`config.mk`:
```
export PLATFORM = sky130hd
export DESIGN_NAME = interval_capture_10
export DESIGN_NICKNAME = d
export VERILOG_FILES = /design/src/rtl/rap_timer_pkg.sv /design/src/rtl/interval_capture_10_sync_edge.sv /design/src/rtl/interval_capture_10.sv
export SDC_FILE = /design/constraint.sdc
export NUM_CORES = 1
export LEC_CHECK = 0
export CORE_ASPECT_RATIO = 0.9
export CORE_MARGIN = 2
export CORE_UTILIZATION = 35
export CTS_BUF_LIST = sky130_fd_sc_hd__clkbuf_8
export DETAILED_ROUTE_END_ITERATION = 7
export HOLD_SLACK_MARGIN = 0.12
export PLACE_DENSITY = 0.72
export SETUP_SLACK_MARGIN = 0.02
export SLEW_MARGIN = 20
export SYNTH_ARGS = -nofsm -noshare
export SYNTH_HDL_FRONTEND = slang
export SYNTH_HIERARCHICAL = 1
export SYNTH_SLANG_ARGS = --single-unit
export TNS_END_PERCENT = 10
```
`constraint.sdc`:
```
create_clock -name clk -period 5.4 [get_ports clk]
set_input_delay 1.35 -clock clk [delete_from_list [all_inputs] [get_ports clk]]
set_output_delay 1.35 -clock clk [all_outputs]
set_load 0.01 [all_outputs]
```
`src/rtl/rap_timer_pkg.sv`:
```
// Shared types and helpers for the capture/PWM timer family.
// State encoding is one-hot so any corrupted value is detectably illegal.
package rap_timer_pkg;

  typedef enum logic [1:0] {
    IDLE = 2'b01,
    RUN  = 2'b10
  } state_t;

  function automatic int unsigned sat_max(input int unsigned w);
    return (32'd1 << w) - 32'd1;
  endfunction

endpackage

```
`src/rtl/interval_capture_10_sync_edge.sv`:
```
// Metastability synchroniser for an asynchronous level, plus rising-edge detect.
// Reusable for any async comparator input.
module sync_edge #(
  parameter int STAGES = 2
) (
  input  logic clk,
  input  logic reset,
  input  logic d,
  output logic level,
  output logic rise
);

  logic [STAGES-1:0] sh;
  logic              prev;

  always_ff @(posedge clk or posedge reset) begin
    if (reset) begin
      sh   <= '0;
      prev <= 1'b0;
    end else begin
      sh   <= {sh[STAGES-2:0], d};
      prev <= sh[STAGES-1];
    end
  end

  assign level = sh[STAGES-1];
  assign rise  = level & ~prev;

endmodule

```
`src/rtl/interval_capture_10.sv`:
```
// Interval timer: counts cycles from start to a qualified stop edge,
// with blanking, optional timeout and a saturating counter.
module interval_capture_10
  import rap_timer_pkg::*;
#(
  parameter int WIDTH       = 10,
  parameter int SYNC_STAGES = 2
) (
  input  logic             clk,
  input  logic             reset,
  input  logic             start,
  input  logic             stop_async,
  input  logic [WIDTH-1:0] blank_time,
  input  logic [WIDTH-1:0] timeout,
  output logic [WIDTH-1:0] elapsed,
  output logic [WIDTH-1:0] capture,
  output logic             valid,
  output logic             timed_out,
  output logic             saturated,
  output logic             busy
);

  localparam logic [WIDTH-1:0] CMAX = WIDTH'(sat_max(WIDTH));
  localparam logic [WIDTH-1:0] CPRE = CMAX - WIDTH'(1);

  state_t           state;
  logic [WIDTH-1:0] count;
  logic             stop_lvl;
  logic             stop_rise;
  logic             run;
  logic             hit_stop;
  logic             hit_to;
  logic             at_max;

  sync_edge #(
    .STAGES(SYNC_STAGES)
  ) u_stop (
    .clk  (clk),
    .reset(reset),
    .d    (stop_async),
    .level(stop_lvl),
    .rise (stop_rise)
  );

  assign run      = (state == RUN);
  assign at_max   = (count == CMAX);
  assign hit_stop = run & stop_lvl & stop_rise
                  & (count >= blank_time);
  // A qualified stop in the timeout cycle wins.
  assign hit_to   = run & ~hit_stop
                  & (timeout != '0)
                  & (count == timeout);

  always_ff @(posedge clk or posedge reset) begin
    if (reset) begin
      state     <= IDLE;
      count     <= '0;
      capture   <= '0;
      valid     <= 1'b0;
      timed_out <= 1'b0;
      saturated <= 1'b0;
      busy      <= 1'b0;
    end else begin
      valid     <= 1'b0;
      timed_out <= 1'b0;
      if (start) begin
        state     <= RUN;
        busy      <= 1'b1;
        count     <= '0;
        saturated <= 1'b0;
      end else begin
        case (state)
          RUN: begin
            if (hit_stop) begin
              capture <= count;
              valid   <= 1'b1;
              state   <= IDLE;
              busy    <= 1'b0;
            end else if (hit_to) begin
              capture   <= timeout;
              timed_out <= 1'b1;
              state     <= IDLE;
              busy      <= 1'b0;
            end else if (!at_max) begin
              count <= count + WIDTH'(1);
              if (count == CPRE) saturated <= 1'b1;
            end
          end
          IDLE: begin
            busy <= 1'b0;
          end
          default: begin
            state <= IDLE;
            busy  <= 1'b0;
          end
        endcase
      end
    end
  end

  assign elapsed = count;

endmodule

```
======== After elaboration in Yosys (flattened, before gate mapping) ========
Cells that the tools add are included.
operators by class
  add/subtract/negate cells ............... 1
  magnitude comparators ................... 1
  equal/unequal tests ..................... 10
  mux-type cells .......................... 28
  bitwise logic cells ..................... 10
  reductions and logical operators ........ 8
operators with widths
  kind                   number
  $mux 10                7
  $eq 10x10->1 const B   2
  $mux 1                 17
  $add 10x1->10 const B  1
  $eq 10x10->1           1
  $ge 10x10->1           1
  $reduce_bool 10->1     1
  $ne 2x2->1 const B     4
  $and 1x1->1            7
  $mux 2                 3
  $reduce_bool 2->1      3
  $reduce_and 5->1       1
  $ne 4x2->1 const B     1
  $pmux 2 s2             1
  $reduce_and 4->1       1
  $not 1->1              3
  $reduce_and 3->1       1
  $eq 2x1->1 const B     1
  $eq 2x2->1 const B     1
  $reduce_and 2->1       1
storage, ports and cells
  bits in registers ....................... 29
  input port bits ......................... 24
  word-level logic and storage cells ...... 67

======== Longest topological paths before layout ========
Gate-level depths: netlist of the first run.
  word-level depth ........................ 12
  depth in mapped cells ................... 9

======== Modules after synthesis ========
The synthesis of the first run kept the hierarchy.
modules (own cells, without submodules)
  module               instances  cells each  area each (um2)  seq. area each (um2)
  interval_capture_10  1          201         1774.2           651.9
  sync_edge            1          5           92.6             75.1

======== Worst setup path before layout of the first run ========
No wires, ideal clock.
  path kind ............................... input to register
  start ................................... in blank_time[7]
  end ..................................... reg capture[2]
  arrival time ............................ 2.905 ns
  slack ................................... 2.401 ns
  stages .................................. 8
  buffers on the path ..................... 1
  cell sequence ........................... inv_1 > ha_1 > nand4_1 > o31ai_1 > o211ai_1 > a21o_1 > buf_6 > a221oi_2
on the way
  longest elaborated chain between the ends .. 8
RTL lines
  item                                line                       source
  start: declaration                  interval_capture_10.sv:13  input logic [WIDTH-1:0] blank_time,
  $ge 10x10->1 *                      interval_capture_10.sv:48  & (count >= blank_time);
  $and 1x1->1 *                       interval_capture_10.sv:48
  $not 1->1                           interval_capture_10.sv:50  assign hit_to = run & ~hit_stop
  $and 1x1->1                         interval_capture_10.sv:50
  $and 1x1->1                         interval_capture_10.sv:51  & (timeout != '0)
  $and 1x1->1                         interval_capture_10.sv:52  & (count == timeout);
  $reduce_bool 2->1 (no source line)  --
  $reduce_and 3->1 (no source line)   --
  end signal: assignment              interval_capture_10.sv:75  capture <= count;
  end signal: assignment              interval_capture_10.sv:80  capture <= timeout;
  end: declaration                    interval_capture_10.sv:16  output logic [WIDTH-1:0] capture,
Every way passes the cells marked *; elsewhere a longest branch is shown, timed or not.
A chain may end at the register's enable or synchronous reset.

======== Final worst setup path of the first run ========
  start ................................... in blank_time[7]
  end ..................................... reg count[6] (netlist: elapsed[6])
on the way
  longest elaborated chain between the ends .. 8
RTL lines
  item                                 line                       source
  $ge 10x10->1 *                       interval_capture_10.sv:48
  $and 1x1->1 *                        interval_capture_10.sv:48
  $not 1->1                            interval_capture_10.sv:50
  $and 1x1->1                          interval_capture_10.sv:50
  $and 1x1->1                          interval_capture_10.sv:51
  $and 1x1->1                          interval_capture_10.sv:52
  $ne 2x2->1 (no source line)          --
  $reduce_and 4->1 (no source line) *  --
  end signal: assignment               interval_capture_10.sv:85  count <= count + WIDTH'(1);
  end: declaration                     interval_capture_10.sv:27  logic [WIDTH-1:0] count;
Marked as above.

==> reports/summary.txt, run 1 <==
Die footprint = 5930 um2
CTS tree = built
Initial antenna violation count = 0
Synth area leaders = dfrtp_1 38%, ha_1 8.0%, nor3_1 5.6%
Sequential area share after synthesis = 38.9%
WS Path Type = input pin to flip-flop
Routed vias/inst = 5.34
Synthesized flop and latch total = 29
Setup slack after layout = 1.74 ns
Routability cong. = 0.865
Starting DRT DRC Count = 191
Power Density = 242 nW/um2
IO Count = 48
CTS sink count = 29
CTS root buf = clkbuf_8
XOR/XNOR Fraction of Synth Area = 4.69%
TNS Setup = 0 ns
Critical-path maximum fanout = 18
Synth Warn # = 6
Final cell count without fillers = 318
Final wirelength = 4680 um
Adder-Cell Fraction of Synth Area = 8.04%
Most frequent cell after synthesis = dfrtp_1
Width of the die = 81.0 um
WL per Instance = 14.7 um
Syn Area/Cell = 9.06 um2
Postcts setup bufs = 0
Asr flop ratio synth = 100%
Post-synthesis compound-gate area fraction = 16.4%
WP data arrival = 3.82 ns
Final hold vios = 0
CTS clk-pin slew, worst paths = 0.06 ns
Routed Antenna Nets = 0
Largest family of logic cells by synthesized area = simple AND/OR/NAND/NOR gates
Fill cells = 510
Multiplexer area fraction after synthesis = 1.74%
# port buffers = 47
Final #Nets = 286
Clk_skew = 0.00751 ns
CTS HTree Levels = 2
Clock Latency Late Sink = 0.28 ns
Max-cap violations = 0
Synth top cells by count = 28 x dfrtp_1, 25 x inv_1, 21 x nor3_1
Largest net degree at the start of global routing = 27
Ratio of cells with drive above 1 in the final layout = 5.18%
Leakage = 1.15 nW
Number of synthesized flops with an enable pin = 0
Hold buffer count at CTS = 0
Count of final max-slew check failures = 0
Num CTS Buffers = 5
Synth cell types = 42
All-Layer GR Usage = 16.8%
RSZ-0062 raised after global routing = false
Area Growth Syn to Fin = 30.8%
Post-cts gate resize count = 0
Via count = 1699
Syn_nets = 242
Share of the synthesized area in the top cell type = 37.5%
Crit path launch type = input pin
First-pass GRT wire length = 7570 um
Max Fclk = 274 MHz
Peak supply drop = 0.000146 V
Longest Clk Path Bufs = 2
Minimum clock period = 3.66 ns
FP Rows = 25
Largest area contributor in the netlist = dfrtp_1
# diodes = 0
Final Setup Violations = 0
Outcome = completed
CP Capture Type = flip-flop
Core area = 5190 um2
Req. time, crit path = 5.56 ns
Mapped Area = 1870 um2
Drt drc = 0
GRT overflow = 0
Slew @ Worst Pin = 0.948 ns
Initial core utilization = 36.0%
Detailed Place HPWL = 3410 um
Synth Area in Simple Gates = 22.0%
Drt pass-1 iters = 4
Dpl cells = 310
Synth Instances = 206
Setup WS pre-CTS = 1.47 ns
Max_slew headroom = 36.4%
Min-Delay Path Class = flip-flop to flip-flop
Final worst-path cycle share = 67.7%
Main synth FF type = dfrtp_1
Vias in the first global route = 1560
Die height = 73.3 um
[worst max-delay path: stages]
cell and delay (ns):
clkdlybuf4s50_1 0.46, inv_1 0.04, ha_1 0.30, a211o_1 0.30
a21oi_1 0.12, o31ai_1 0.13, o21ai_2 0.61, nand2_1 0.15
o41ai_1 0.35
[sequential cells by signal, indices dropped and copies added (netlist names)]
signal and cells:
state 2, saturated 1, u_stop/sh 2, busy 1
elapsed 10, u_stop/prev 1, capture 10, valid 1
timed_out 1
[path summary, 6_finish.rpt]
check	slack (ns)	from	cells after the start	to
setup / recovery	1.74	blank_time[7]	9	elapsed[6]
hold / removal	0.36	u_stop/sh[0]	0	u_stop/sh[1]
setup reg to reg	2.64	elapsed[0]	8	elapsed[6]
hold reg to reg	0.36	u_stop/sh[0]	0	u_stop/sh[1]
max in group asynchronous	3.45	reset	2	valid
min in group asynchronous	1.27	reset	2	u_stop/sh[0]
[report_power, final]
part / total [mW] / internal (mW) / switching (mW)
Sequential: 0.267 / 0.235 / 0.0321
Combinational: 0.156 / 0.0814 / 0.0747
Clock: 0.168 / 0.0864 / 0.0813
Total: 0.591 / 0.403 / 0.188
[through the flow]
step | total power, mW | area [um2] | hold WS, ns | utilization [%]
after CTS | 0.595 | 2440 | 0.365 | 47.0
after detailed placement | 0.426 | 2360 | 0.352 | 45.5
after floorplan | 0.348 | 1870 | 0.331 | -
after global placement | 0.423 | 2360 | 0.345 | 45.5
after global routing | 0.622 | 2440 | 0.381 | 47.0
final | 0.591 | 2440 | 0.364 | 47.0
[cells in the final DEF (no fill, tap or decap), types with 3 or more instances in the layout]
cell type        instances
nor4_1                   5
nand3_1                  8
nand2b_1                 3
and3_1                   5
a31oi_1                  3
o211ai_1                 3
ha_1                    12
a21oi_1                  6
inv_1                   26
nor3_1                  21
or3_1                    3
nor2b_1                  3
clkbuf_8                 5
dfrtp_1                 28
nand2_1                  6
a211oi_1                 9
clkdlybuf4s50_1         47
nor2_1                  13
xor2_1                  10
a21o_1                   3
nand4_1                  4
[metal layers]
metal | part of all wire (%) | GRT usage (%)
met3 | 5.5 | 3.93
met1 | 48 | 23.7
met2 | 45 | 25.3
met5 | 0 | 0
met4 | 1.1 | 5.84
[cells by family after synthesis]
logic type               after synthesis
buffers and inverters                 35
multiplexers                           3
adder cells (fa/ha/maj)               12
XOR/XNOR                              10
flip-flops                            29
AO/OA/AOI/OAI                         40
AND/OR/NAND/NOR                       77
[final cells by class]
type / count / area (um2) / area share (%)
Clock buffer: 5 / 68.8 / 2.82
Clock inverter: 3 / 12.5 / 0.512
Inverter: 25 / 93.8 / 3.84
Multi-Input combinational cell: 142 / 986 / 40.4
Sequential cell: 29 / 727 / 29.8
Tap cell: 67 / 83.8 / 3.43
Timing Repair Buffer: 47 / 470 / 19.3
Power figures use the tool's default switching activity.
==> inputs of run 2 (changes only) <==
Settings changed: PLACE_DENSITY 0.72 to 0.74.
Clock period 5.4 ns to 3.2 ns, I/O delays scaled along.
==> reports/summary.txt, run 2 (synthesis results as in run 1) <==
Routed vias/inst = 5.30 (-0.73%)
Power Density = 434 nW/um2 (+79%)
Net Switching = 324 uW (+72%)
Setup slack after layout = 0.374 ns (-1.37 ns)
Postcts setup bufs = 0 (unchanged)
CTS sink count = 29 (unchanged)
Final Setup Violations = 0 (unchanged)
Final #Nets = 294 (+2.8%)
Minimum clock period = 2.83 ns
Drt pass-1 iters = 4 (unchanged)
Dpl cells = 318 (+2.6%)
Ratio of cells with drive above 1 in the final layout = 8.88% (+3.7 points)
CP Depth = 8 (-1)
First-pass GRT wire length = 7960 um (+5.2%)
CTS HTree Levels = 2 (unchanged)
Largest net degree at the start of global routing = 27 (unchanged)
Register area = 727 um2 (unchanged)
Hold-critical path depth = 0 (unchanged)
Final hold vios = 0 (unchanged)
R2R depth = 8 (unchanged)
RSZ-0062 raised after global routing = false
Initial core utilization = 36.0% (unchanged)
Area of the multi-input gates = 986 um2 (unchanged)
Clock Latency Late Sink = 0.28 ns (about the same)
Clk_skew = 0.00607 ns (-0.00144 ns)
GRT overflow = 0 (unchanged)
Initial antenna violation count = 0 (unchanged)
Final wirelength = 4890 um (+4.5%)
Area Growth Syn to Fin = 37.5%
CP Buf/Inv Count = 2 (unchanged)
Hold buffer count at CTS = 0 (unchanged)
# port buffers = 47 (unchanged)
Critical-path maximum fanout = 15 (-3)
Commonest cells after routing, fill and taps aside = 47 x clkdlybuf4s50_1, 28 x dfrtp_1, 25 x inv_1
CTS tree = built
CP cell instances = clkdlybuf4s50_1, inv_1, ha_1, nand4_1, o31ai_1, o21a_1, nor3_1, a221oi_2
Num CTS Buffers = 5 (unchanged)
Max-cap violations = 0 (unchanged)
TNS Setup = 0 ns (unchanged)
WS Path Type = input pin to flip-flop
Core area = 5190 um2 (unchanged)
CTS clk-pin slew, worst paths = 0.07 ns (about the same)
CP Capture Type = flip-flop
Starting DRT DRC Count = 155 (-19%)
Post-cts gate resize count = 0 (unchanged)
Leakage = 1.21 nW (+5.3%)
Count of final max-slew check failures = 0 (unchanged)
Max_slew headroom = 63.2% (+27 points)
IO Count = 48 (unchanged)
Fill cells = 502 (-1.6%)
Longest Clk Path Bufs = 2 (unchanged)
WL per Instance = 15.0 um (+1.9%)
Routability cong. = 0.881 (+1.9%)
Max Fclk = 354 MHz
Seq pwr share = 40.3% (-4.9 points)
Width of the die = 81.0 um (unchanged)
Die footprint = 5930 um2 (unchanged)
CTS root buf = clkbuf_8
Setup WS pre-CTS = 0.0562 ns (-1.42 ns)
All-Layer GR Usage = 17.7% (+0.95 points)
Min Hold Slack = 0.359 ns (-0.00509 ns)
Clock power share = 35.5% (+7.1 points)
Internal power = 790 uW (+96%)
Critical path's largest stage delay = 0.53 ns (-0.08 ns)
Outcome = completed
CP top delay family = compound AO/OA/AOI/OAI gates
Slew @ Worst Pin = 0.552 ns (-0.396 ns)
CP max-delay cell = o21a_1
Comb power frac = 24.1% (-2.3 points)
Detailed Place HPWL = 3640 um (+6.8%)
Die height = 73.3 um (unchanged)
WP data arrival = 3.01 ns (-0.81 ns)
Via count = 1729 (+1.8%)
Min-Delay Path Class = flip-flop to flip-flop
Routed Antenna Nets = 0 (unchanged)
Commonest non-fill, non-tap cell in the layout = clkdlybuf4s50_1
FP Rows = 25 (unchanged)
Vias in the first global route = 1670 (+7.1%)
Net Sw Frac = 29.1% (-2.7 points)
Crit path launch type = input pin
Drt drc = 0 (unchanged)
# diodes = 0 (unchanged)
Peak supply drop = 0.000201 V (+38%)
Final worst-path cycle share = 88.3%
Req. time, crit path = 3.39 ns (-2.17 ns)
Final cell count without fillers = 326 (+2.5%)
run 2: stage by stage:
step | power, mW | area [um2] | utilization (%)
final | 1.11 | 2570 | 49.4
after global routing | 1.17 | 2570 | 49.4
after CTS | 1.12 | 2570 | 49.4
after detailed placement | 0.724 | 2450 | 47.1
after global placement | 0.718 | 2450 | 47.1
after floorplan | 0.587 | 1870 | -
run 2: path summary, 6_finish.rpt:
| check | startpoint | to | slack (ns) |
|---|---|---|---|
| setup / recovery | blank_time[7] | capture[2] | 0.37 |
| hold / removal | u_stop/sh[0] | u_stop/sh[1] | 0.36 |
| setup reg to reg | elapsed[0] | capture[2] | 0.71 |
| hold reg to reg | u_stop/sh[0] | u_stop/sh[1] | 0.36 |
| max in group asynchronous | reset | state[0] | 1.99 |
| min in group asynchronous | reset | u_stop/sh[1] | 0.71 |
run 2: cell type report:
type,instances,area share [%]
Sequential cell,29,28.3
Clock buffer,6,3.22
Multi-Input combinational cell,142,38.4
Timing Repair Buffer,55,21.6
Inverter,25,3.66
Clock inverter,2,1.46
Tap cell,67,3.27
run 2: power groups by stage:
stage,clock network (mW),registers [mW],logic [mW]
global route,0.415,0.457,0.303
floorplan,0,0.453,0.134
finish,0.396,0.450,0.269
detailed placement,0,0.456,0.268
CTS,0.401,0.450,0.270
global placement,0,0.455,0.263
run 2: worst register-to-register path: stages, from the launching register on:
cell	delay (ns)
dfrtp_1	0.51
inv_1	0.13
ha_1	0.29
nand2b_1	0.09
a21oi_1	0.11
o31ai_1	0.40
o21a_1	0.53
nor3_1	0.15
a221oi_2	0.20
run 2: layer usage:
metal / global-route usage (%) / routed length (um) / up-vias
li1: - / - / 842
met1: 24.9 / 2230 / 816
met2: 27.5 / 2240 / 67
met3: 4.05 / 379 / 4
met4: 5.08 / 36 / 0
met5: 0 / 0 / -
